$ cat src/rtl/vector_exec_ctrl.sv
// Issue/launch/capture controller for a vector execution unit (IDLE/EXEC/WAIT/HOLD).
// Define VEC_EXEC_TIMEOUT_EN to add the WAIT timeout abort and the sticky timeout port.
`ifndef MAX_VLEN
`define MAX_VLEN 128
`endif

module vector_exec_ctrl #(
  parameter int unsigned TIMEOUT_CYCLES = 64
) (
  input  logic                 clk,
  input  logic                 reset,
  input  logic                 issue_valid,
  output logic                 issue_ready,
  input  logic [2:0]           issue_op,
  output logic [2:0]           exec_op,
  output logic                 exec_start,
  input  logic                 mult_done,
  input  logic                 mac_done,
  input  logic [`MAX_VLEN-1:0] execution_result,
  output logic [`MAX_VLEN-1:0] result_data,
  output logic                 result_valid,
  input  logic                 result_ready,
  output logic                 busy,
  output logic                 illegal_op,
`ifdef VEC_EXEC_TIMEOUT_EN
  output logic                 timeout,
`endif
  output logic [1:0]           dbg_state
);

  // Handshakes: an instruction transfers on a rising edge where issue_valid & issue_ready;
  // a result transfers on a rising edge where result_valid & result_ready. Neither side may
  // make its valid depend on the other side's ready.

  if (TIMEOUT_CYCLES < 2 || TIMEOUT_CYCLES > 255) begin : g_bad_timeout_cycles
    $error("vector_exec_ctrl: TIMEOUT_CYCLES must be in 2..255");
  end

  typedef enum logic [1:0] {
    ST_IDLE = 2'd0,
    ST_EXEC = 2'd1,
    ST_WAIT = 2'd2,
    ST_HOLD = 2'd3
  } state_e;

  localparam logic [2:0] OP_ILLEGAL = 3'b010;
  localparam logic [2:0] OP_MULT    = 3'b011;
  localparam logic [2:0] OP_MAC     = 3'b111;

  state_e               state_q, state_d;
  logic [2:0]           exec_op_q, exec_op_d;
  logic                 exec_start_q, exec_start_d;
  logic [`MAX_VLEN-1:0] result_data_q, result_data_d;
  logic                 illegal_q, illegal_d;
  logic                 accept;
  logic                 launch;
  logic                 done_match;

`ifdef VEC_EXEC_TIMEOUT_EN
  localparam logic [7:0] TERM_CNT = 8'(TIMEOUT_CYCLES - 1);
  logic [7:0] cnt_q, cnt_d;
  logic       timeout_q, timeout_d;
`endif

  function automatic logic op_is_multi(input logic [2:0] op);
    return (op == OP_MULT) || (op == OP_MAC);
  endfunction

  // Ready is withheld while reset is asserted so nothing can be offered into a clearing FSM.
  always_comb begin
    issue_ready = 1'b0;
    if (!reset) begin
      issue_ready = (state_q == ST_IDLE) || ((state_q == ST_HOLD) && result_ready);
    end
  end

  assign accept = issue_valid && issue_ready;

  // Only the strobe belonging to the op in flight may complete it.
  always_comb begin
    done_match = 1'b0;
    if (exec_op_q == OP_MULT) begin
      done_match = mult_done;
    end else if (exec_op_q == OP_MAC) begin
      done_match = mac_done;
    end
  end

  always_comb begin
    state_d       = state_q;
    exec_op_d     = exec_op_q;
    exec_start_d  = 1'b0;
    result_data_d = result_data_q;
    illegal_d     = illegal_q;
    launch        = 1'b0;
`ifdef VEC_EXEC_TIMEOUT_EN
    cnt_d         = cnt_q;
    timeout_d     = timeout_q;
`endif

    case (state_q)
      ST_IDLE: begin
        launch = accept;
      end
      ST_EXEC: begin
        result_data_d = execution_result;
        state_d       = ST_HOLD;
      end
      ST_WAIT: begin
        if (done_match) begin
          result_data_d = execution_result;
          state_d       = ST_HOLD;
`ifdef VEC_EXEC_TIMEOUT_EN
        end else if (cnt_q == TERM_CNT) begin
          // A done on this same cycle is taken by the branch above instead.
          result_data_d = '1;
          timeout_d     = 1'b1;
          state_d       = ST_HOLD;
        end else begin
          cnt_d = cnt_q + 8'd1;
`endif
        end
      end
      ST_HOLD: begin
        if (result_ready) begin
          if (accept) begin
            launch = 1'b1;
          end else begin
            state_d = ST_IDLE;
          end
        end
      end
      default: begin
        state_d = ST_IDLE;
      end
    endcase

    // Shared launch path so back-to-back issue from HOLD behaves exactly like issue from IDLE.
    if (launch) begin
      exec_op_d = issue_op;
      if (issue_op == OP_ILLEGAL) begin
        illegal_d     = 1'b1;
        result_data_d = '0;
        state_d       = ST_HOLD;
      end else begin
        exec_start_d = 1'b1;
        if (op_is_multi(issue_op)) begin
          state_d = ST_WAIT;
`ifdef VEC_EXEC_TIMEOUT_EN
          cnt_d   = 8'd0;
`endif
        end else begin
          state_d = ST_EXEC;
        end
      end
    end
  end

  always_ff @(posedge clk or posedge reset) begin
    if (reset) begin
      state_q       <= ST_IDLE;
      exec_op_q     <= 3'd0;
      exec_start_q  <= 1'b0;
      result_data_q <= '0;
      illegal_q     <= 1'b0;
    end else begin
      state_q       <= state_d;
      exec_op_q     <= exec_op_d;
      exec_start_q  <= exec_start_d;
      result_data_q <= result_data_d;
      illegal_q     <= illegal_d;
    end
  end

`ifdef VEC_EXEC_TIMEOUT_EN
  always_ff @(posedge clk or posedge reset) begin
    if (reset) begin
      cnt_q     <= 8'd0;
      timeout_q <= 1'b0;
    end else begin
      cnt_q     <= cnt_d;
      timeout_q <= timeout_d;
    end
  end

  assign timeout = timeout_q;
`endif

  assign exec_op      = exec_op_q;
  assign exec_start   = exec_start_q;
  assign result_data  = result_data_q;
  assign result_valid = (state_q == ST_HOLD);
  assign busy         = (state_q != ST_IDLE);
  assign illegal_op   = illegal_q;
  assign dbg_state    = state_q;

endmodule
$ cat config.mk
export PLATFORM = sky130hd
export DESIGN_NAME = vector_exec_ctrl
export DESIGN_NICKNAME = d
export VERILOG_FILES = /design/src/rtl/vector_exec_ctrl.sv
export SDC_FILE = /design/constraint.sdc
export NUM_CORES = 1
export LEC_CHECK = 0
export ABC_AREA = 1
export CAP_MARGIN = 20
export CORE_AREA = 3 3 133 135
export CTS_CLUSTER_DIAMETER = 30
export DETAILED_ROUTE_END_ITERATION = 16
export DIE_AREA = 0 0 136 138
export HOLD_SLACK_MARGIN = 0.02
export PLACE_DENSITY_LB_ADDON = 0.25
export SLEW_MARGIN = 20
export SYNTH_ARGS = -nofsm -noshare
export SYNTH_HDL_FRONTEND = slang
export SYNTH_SLANG_ARGS = --single-unit
$ cat constraint.sdc
create_clock -name clk -period 4.6 [get_ports clk]
set_input_delay 0.46 -clock clk [delete_from_list [all_inputs] [get_ports clk]]
set_output_delay 0.46 -clock clk [all_outputs]
set_load 0.005 [all_outputs]
; ---- Word-level counts from Yosys, hierarchy flattened
; Cells that the tools add are included.
[word_totals]
reg_bits = 135
output_inout_bits = 138
wordCells = 44
[op_classes]
eq_ne = 11
n_mux = 19
reduce_logical = 9
[ops]
columns = op, n
row1 = $mux W128, 3
row2 = $pmux W128 S2, 1
row3 = $mux W2, 6
row4 = $eq A3 B2 Y1 const B, 3
row5 = $mux W1, 7
row6 = $eq A3 B3 Y1 const B, 2
row7 = $pmux W2 S3, 1
row8 = $eq A2 B2 Y1 const B, 2
row9 = $reduce_and A4 Y1, 1
row10 = $reduce_bool A4 Y1, 1
row11 = $ne A3 B1 Y1 const B, 1
row12 = $ne A3 B2 Y1 const B, 1
row13 = $ne A3 B3 Y1 const B, 1
row14 = $eq A2 B1 Y1 const B, 1
row15 = $logic_and A1 B1 Y1, 2
row16 = $logic_not A2 Y1, 1
row17 = $logic_or A1 B1 Y1, 2
row18 = $pmux W1 S2, 1
row19 = $reduce_and A2 Y1, 1
row20 = $reduce_bool A2 Y1, 1

; ---- Logic depth before layout (Yosys ltp)
; Gate-level depths: netlist of the first run.
[depth]
ltp_word = 10
mapped_depth = 9

; ---- Worst setup path after synthesis of the first run
; No wires, ideal clock.
[synth_path]
path_kind = input to register
startpoint = in reset
endpoint = reg result_data_q[100] (netlist: result_data[100])
arrival_ps = 4240
t_required_ps = 4481
path_slack_ps = 241
stages = 6
cell_sequence = inv_1 nand4_4 nor2_2 buf_6 buf_6 a21oi_2
[synth_between]
elab_chain_cells = 6
[synth_rtl]
columns = element, line_no
row1 = from (decl), 11  ; input logic reset,
row2 = $mux W1 *, 72  ; if (!reset) begin
row3 = $logic_and A1 B1 Y1 *, 77  ; assign accept = issue_valid && issue_ready;
row4 = $mux W1, 126  ; if (accept) begin
row5 = $mux W1, 125  ; if (result_ready) begin
row6 = $pmux W1 S2 *, 101  ; case (state_q)
row7 = $mux W128 *, 139  ; if (launch) begin
row8 = named net result_data_d[100], 53  ; logic [`MAX_VLEN-1:0] result_data_q, result_data_d;
row9 = to (signal assigned), 170  ; result_data_q <= result_data_d;
row10 = to (decl), 53
; Mark *: on every way through the listed nets, which the timed path passes. The rest lies on a longest branch.
; A chain may end at the register's enable or synchronous reset.

; ---- Worst setup path in the final report of the first run
[layout_path]
startpoint = reg state_q[1] (netlist: dbg_state[1])
endpoint = reg result_data_q[40] (netlist: result_data[40])
[layout_between]
elab_chain_cells = 9
word_cells_on_any_way = 14
[layout_rtl]
columns = element, line_no
row1 = from (decl), 50  ; state_e state_q, state_d;
row2 = from (signal assigned), 167  ; state_q <= state_d;
row3 = $eq A2 B2 Y1, "73, 101"
row4 = $logic_and A1 B1 Y1, 73  ; issue_ready = (state_q == ST_IDLE) || ((state_q == ST_HOLD) && result_ready);
row5 = $logic_or A1 B1 Y1, 73
row6 = $mux W1, 72
row7 = $logic_and A1 B1 Y1, 77
row8 = $mux W1, 126
row9 = $mux W1, 125
row10 = $pmux W1 S2, 101
row11 = $mux W128 *, 139
row12 = named net result_data_d[40], 53
; Marks and branches as above.

==> qor.yml, run 1 <==
status: "finished, final reports clean"
drv_cap: 0
clock_sinks: 135
crit_type: "reg2reg"
drt_first_iter_violations: 312
cts_resized: 0
hold_viol: 0
post-cts-setup-buffers: 0
yosysSeqAreaShare: 0.4540
async_flop_share: 1.000
die_w_um: 136
crit_top_cell: "inv_1"
drc: 0
ant_nets: 0
cts_tree: "done"
regArea_um2: 3378
port_buffers: 274
rows: 47
grt_max_degree: 101
final_net_count: 1273
yosys.area_share.simple: 0.2489
synth_area_leaders: "dfrtp_1 (45%), nand2_1 (15%), a21oi_2 (12%), nand2_2 (8.6%), inv_1 (7.1%)"
place_hpwl_um: 12690
synth.most_common_cell: "nand2_1"
io_pins: 275
max_freq_mhz: 401.7
hold_class: "reg2reg"
finClkSkew_ns: 0.004378
synth_area_um2: 7441
syn_to_final_growth_pct: 43.55
wirelength_um: 19190
overflow: 0
irDropWorstVdd_v: 0.0004636
clock_latency_ns: 0.41
synth_area_leader_cell: "dfrtp_1"
final-setup-viol-count: 0
tns_ns: 0
drt_pre_antenna_iters: 4
vias: 6156
initial_utilization: 0.4487
power_density_nw_per_um2: 641.0
synthAdderAreaFrac: 0.006726
globalplace.congestion: 0.7885
path_max_fanout: 74
clockBufferDepth: 2
synth_compound_area_frac: 0.1444
wl_per_cell_um: 14.06
via_per_inst: 4.510
start_kind: "flop"
yosysTopAreaCellShare: 0.4540
fin_crit_sh: 0.5411
antenna_found_initial: 0
ys_types: 23
multi_input_area_um2: 3010
postSynthCellCount: 887
synth_fp_nets: 1028
synthMuxAreaShare: 0
finalCriticalPeriod_ns: 2.489
cts_hold_buf: 0
die_y_um: 138
crit_slowest_cell: "buf_4"
ys_warn_count: 0
grt_pass1_vias: 6033
ys_seq_elements: 135
finalCoreUtilization: 0.6441
rsz0062_at_grt: "no"
cts.reportedPaths.clkPinSlew_ns: 0.06
layout-drive-gt1-share: 0.2210
dieArea_um2: 18770
synth_top_family_by_area: "simple AND/OR/NAND/NOR gates"
arrival_ns: 2.83
power_leakage_uw: 0.005233
htree_levels: 4
syn_area_per_cell_um2: 8.389
synth_flop_cell: "dfrtp_1"
clock-root-buffer: "clkbuf_16"
synthXorXnorAreaFrac: 0
drv_slew: 0
max_stage_delay_ns: 0.71
track_usage: 0.2013
slew_headroom: 0.2887
grt_first_pass_wirelength_um: 30480
core_um2: 16580
fillers: 1426
synth_edf_count: 0
synth_common_cells: "nand2_1 (298), inv_1 (140), dfrtp_1 (135)"
cts_buffers: 17
tightest_slew_ns: 1.064
cp.required_ns: 4.94
antenna_cells: 0
worstSetupEndpointType: "flop"
cp_cell_sequence: "inv_1, ha_4, buf_4, nand2_1, inv_1, nand2_2, a21oi_2"
-- critical path: cells and delay by family (launching register included) --
family,cells,cell delay (ns)
compound gates,1,0.11
fa+ha+maj,1,0.67
flops,1,0.42
simple gates,2,0.20
buf+inv,3,0.94
-- final cells by class --
cell class                 instances  share of cell area
inverter                         142             0.05037
sequential                       135              0.3163
clock buffer                      19             0.04240
tap                              220             0.02577
timing repair buffer             283              0.2689
clock inverter                    13             0.01441
multi-input combinational        553              0.2818
-- registers in the layout (all words and copies together) (netlist names) --
signal,flops
dbg_state,2
exec_op,3
exec_start,1
illegal_op,1
result_data,128
-- power breakdown --
group / internal (uW) / leakage, uW / switching, uW
Combinational: 1570 / 0.00315 / 2150
Clock: 876 / 0.000291 / 520
Sequential: 1540 / 0.00180 / 186
-- cell usage in the layout (no fill, tap or decap), types with 2 or more instances in the layout --
master           Yosys  final
nand2_1            298    297
clkdlybuf4s50_1      0    274
inv_1              140    139
dfrtp_1            135    135
nand2_2            102    102
a21oi_2            100    100
a21oi_1             31     31
clkbuf_16            0     17
o21ai_0              5      5
clkinv_2             0      5
buf_12              11      5
clkinvlp_4           0      4
buf_4                6      4
nor2_1               3      3
nand3_1              3      3
ha_1                 4      3
bufinv_16            0      3
clkbuf_8             0      2
-- cells by family after synthesis --
family	count (synthesis)
flops	135
compound gates	137
simple gates	412
fa+ha+maj	4
buf+inv	199
-- worst paths after layout --
check / cells past startpoint / startpoint / slack (ns) / endpoint
setup / recovery: 7 / dbg_state[1]$_DFFE_PP0P_ / 2.11 / result_data[40]$_DFF_PP0_
hold / removal: 1 / illegal_op$_DFFE_PP0P_ / 0.47 / illegal_op$_DFFE_PP0P_
setup reg to reg: 7 / dbg_state[1]$_DFFE_PP0P_ / 2.11 / result_data[40]$_DFF_PP0_
hold reg to reg: 1 / illegal_op$_DFFE_PP0P_ / 0.47 / illegal_op$_DFFE_PP0P_
max in group asynchronous: 3 / reset / 2.67 / result_data[0]$_DFF_PP0_
min in group asynchronous: 2 / reset / 0.52 / exec_op[2]$_DFFE_PP0P_
-- metal layers --
layer	vias to the layer above	wire (um)	share of wire	GRT usage
li1	3126	-	-	-
met1	2824	8119	0.42	0.2462
met2	180	9393	0.49	0.3413
met3	26	1256	0.065	0.05669
met4	0	418	0.022	0.06684
met5	-	0	0	0
-- per-stage QoR --
step / total power, uW / worst slack [ns] / std cells / cell area (um^2) / hold slack [ns]
2_1_floorplan: 4430 / 0.2409 / 887 / 7441 / 0.4650
3_3_place_gp: 5418 / 1.907 / 1333 / 10070 / 0.4540
3_5_place_dp: 5495 / 1.857 / 1333 / 10070 / 0.4536
4_1_cts: 6915 / 1.850 / 1365 / 10670 / 0.4674
5_1_grt: 7376 / 1.916 / 1365 / 10680 / 0.4933
6_report: 6847 / 2.111 / 1365 / 10680 / 0.4655
Note: power is estimated with default switching activity, not from simulation.
==> inputs of run 2 (changes only) <==
Clock period 4.6 ns to 2.46 ns, I/O delays scaled along.
==> run 2 against run 1 <==
Sequential power up 87%; register-to-register slack lost 1.7 ns; combinational power is 91% higher; utilization is 0.39 points higher; critical path type is now reg2out.
==> qor.yml, run 2 (synthesis gave the netlist of run 1 again) <==
status: "finished, final reports clean"
globalplace.congestion: 0.8686  # +10%
final_net_count: 1276  # +0.24%
drv_slew: 0  # unchanged
fillers: 1448  # +1.5%
tightest_slew_ns: 0.8165  # -0.2476 ns
ant_nets: 0  # unchanged
grt_use_met3: 0.05342  # -0.003270
cts.reportedPaths.clkPinSlew_ns: 0.06  # about the same
hold_class: "in2async"
final_cell_mix: "nand2_1 (297), clkdlybuf4s50_1 (274), inv_1 (139)"
hold_viol: 0  # unchanged
met2_usage: 0.3340  # -0.007301
power_density_nw_per_um2: 1211  # +89%
start_kind: "flop"
die_w_um: 136  # unchanged
syn_to_final_growth_pct: 44.43
finalCriticalPeriod_ns: 2.117
cts_resized: 0  # unchanged
cts_hold_buf: 0  # unchanged
post-cts-setup-buffers: 0  # unchanged
grtUsageMet1: 0.2670  # +0.02079
antenna_found_initial: 0  # unchanged
grt_max_degree: 136  # +35%
htree_levels: 4  # unchanged
initial_utilization: 0.4487  # unchanged
rsz0062_at_grt: "no"
regArea_um2: 3378  # unchanged
clockBufferDepth: 2  # unchanged
drt_first_iter_violations: 295  # -5.4%
via_per_inst: 4.581  # +1.6%
rows: 47  # unchanged
drc: 0  # unchanged
place_hpwl_um: 12860  # +1.3%
finalCoreUtilization: 0.6480  # +0.003924
cts_tree: "done"
power_leakage_uw: 0.005265  # +0.61%
wl_per_cell_um: 14.39  # +2.4%
clock_sinks: 135  # unchanged
clock_latency_ns: 0.42  # about the same
final-setup-viol-count: 0  # unchanged
irDropWorstVdd_v: 0.001392  # +200%
port_buffers: 274  # unchanged
overflow: 0  # unchanged
slew_headroom: 0.4556  # +0.1670
dieArea_um2: 18770  # unchanged
track_usage: 0.2084  # +0.007093
r2r_slack_ns: 0.44  # -1.67 ns
drt_pre_antenna_iters: 4  # unchanged
max_freq_mhz: 472.3
vias: 6262  # +1.7%
worstSetupEndpointType: "output port"
grt_pass1_vias: 6164  # +2.2%
cp.required_ns: 2.21  # -2.73 ns
grt_first_pass_wirelength_um: 31730  # +4.1%
clock-root-buffer: "clkbuf_16"
finClkSkew_ns: 0.006591  # +0.002213 ns
layout-drive-gt1-share: 0.2223  # +0.001358
cts_buffers: 17  # unchanged
top_usage_layer: "met2"
die_y_um: 138  # unchanged
tns_ns: 0  # unchanged
core_um2: 16580  # unchanged
drv_cap: 0  # unchanged
multi_input_area_um2: 3004  # -0.21%
fin_crit_sh: 0.8606
path_max_fanout: 5  # -93%
mostFrequentLayoutCell: "nand2_1"
largest_reg_flops: 128  # unchanged
io_pins: 275  # unchanged
wirelength_um: 19670  # +2.5%
crit_type: "reg2out"
arrival_ns: 1.87  # -0.96 ns
antenna_cells: 0  # unchanged
run 2: routing by layer:
metal  wire, um  vias up  share of wire
li1           -     3134              -
met2       9392      194           0.48
met3       1319       40          0.067
met4        665        0          0.034
met1       8296     2894           0.42
met5          0        -              0
run 2: cell type report:
class	count	area share
well taps	220	0.02561
inverters	142	0.04995
repair buffers	286	0.2729
clock inverters	13	0.01677
flip-flops and latches	135	0.3144
clock buffers	18	0.04087
multi-input cells	553	0.2795
run 2: metrics by stage:
stage / std cells / setup WS [ns] / hold WS, ns / cell area (um^2) / total power [uW]
floorplan: 887 / -0.6372 / 0.4046 / 7463 / 8292
global placement: 1336 / 0.4906 / 0.4737 / 10130 / 10280
detailed placement: 1336 / 0.4477 / 0.4830 / 10130 / 10430
CTS: 1367 / 0.2933 / 0.4407 / 10750 / 13200
global route: 1367 / 0.2258 / 0.4612 / 10750 / 14040
finish: 1367 / 0.3429 / 0.4293 / 10750 / 13010
run 2: worst paths after layout:
kind                                           from                        end  cells after the start
max                        dbg_state[1]$_DFFE_PP0P_                issue_ready                      4
min                                           reset  result_data[51]$_DFF_PP0_                      3
max reg2reg                dbg_state[0]$_DFFE_PP0P_  result_data[46]$_DFF_PP0_                      7
min reg2reg                  illegal_op$_DFFE_PP0P_     illegal_op$_DFFE_PP0P_                      1
max in group asynchronous                     reset     exec_op[1]$_DFFE_PP0P_                      3
min in group clk               execution_result[57]  result_data[57]$_DFF_PP0_                      5
run 2: worst max-delay path, cell delays in order (launching register included):
cell	delay [ns]
dfrtp_1	0.41
ha_1	0.25
nand2_1	0.12
a21oi_1	0.16
clkdlybuf4s50_1	0.52
run 2: where the power goes:
part           total, uW  switching [uW]  internal, uW
registers           3240             353          2890
logic               7090            4050          3040
clock network       2690             974          1710
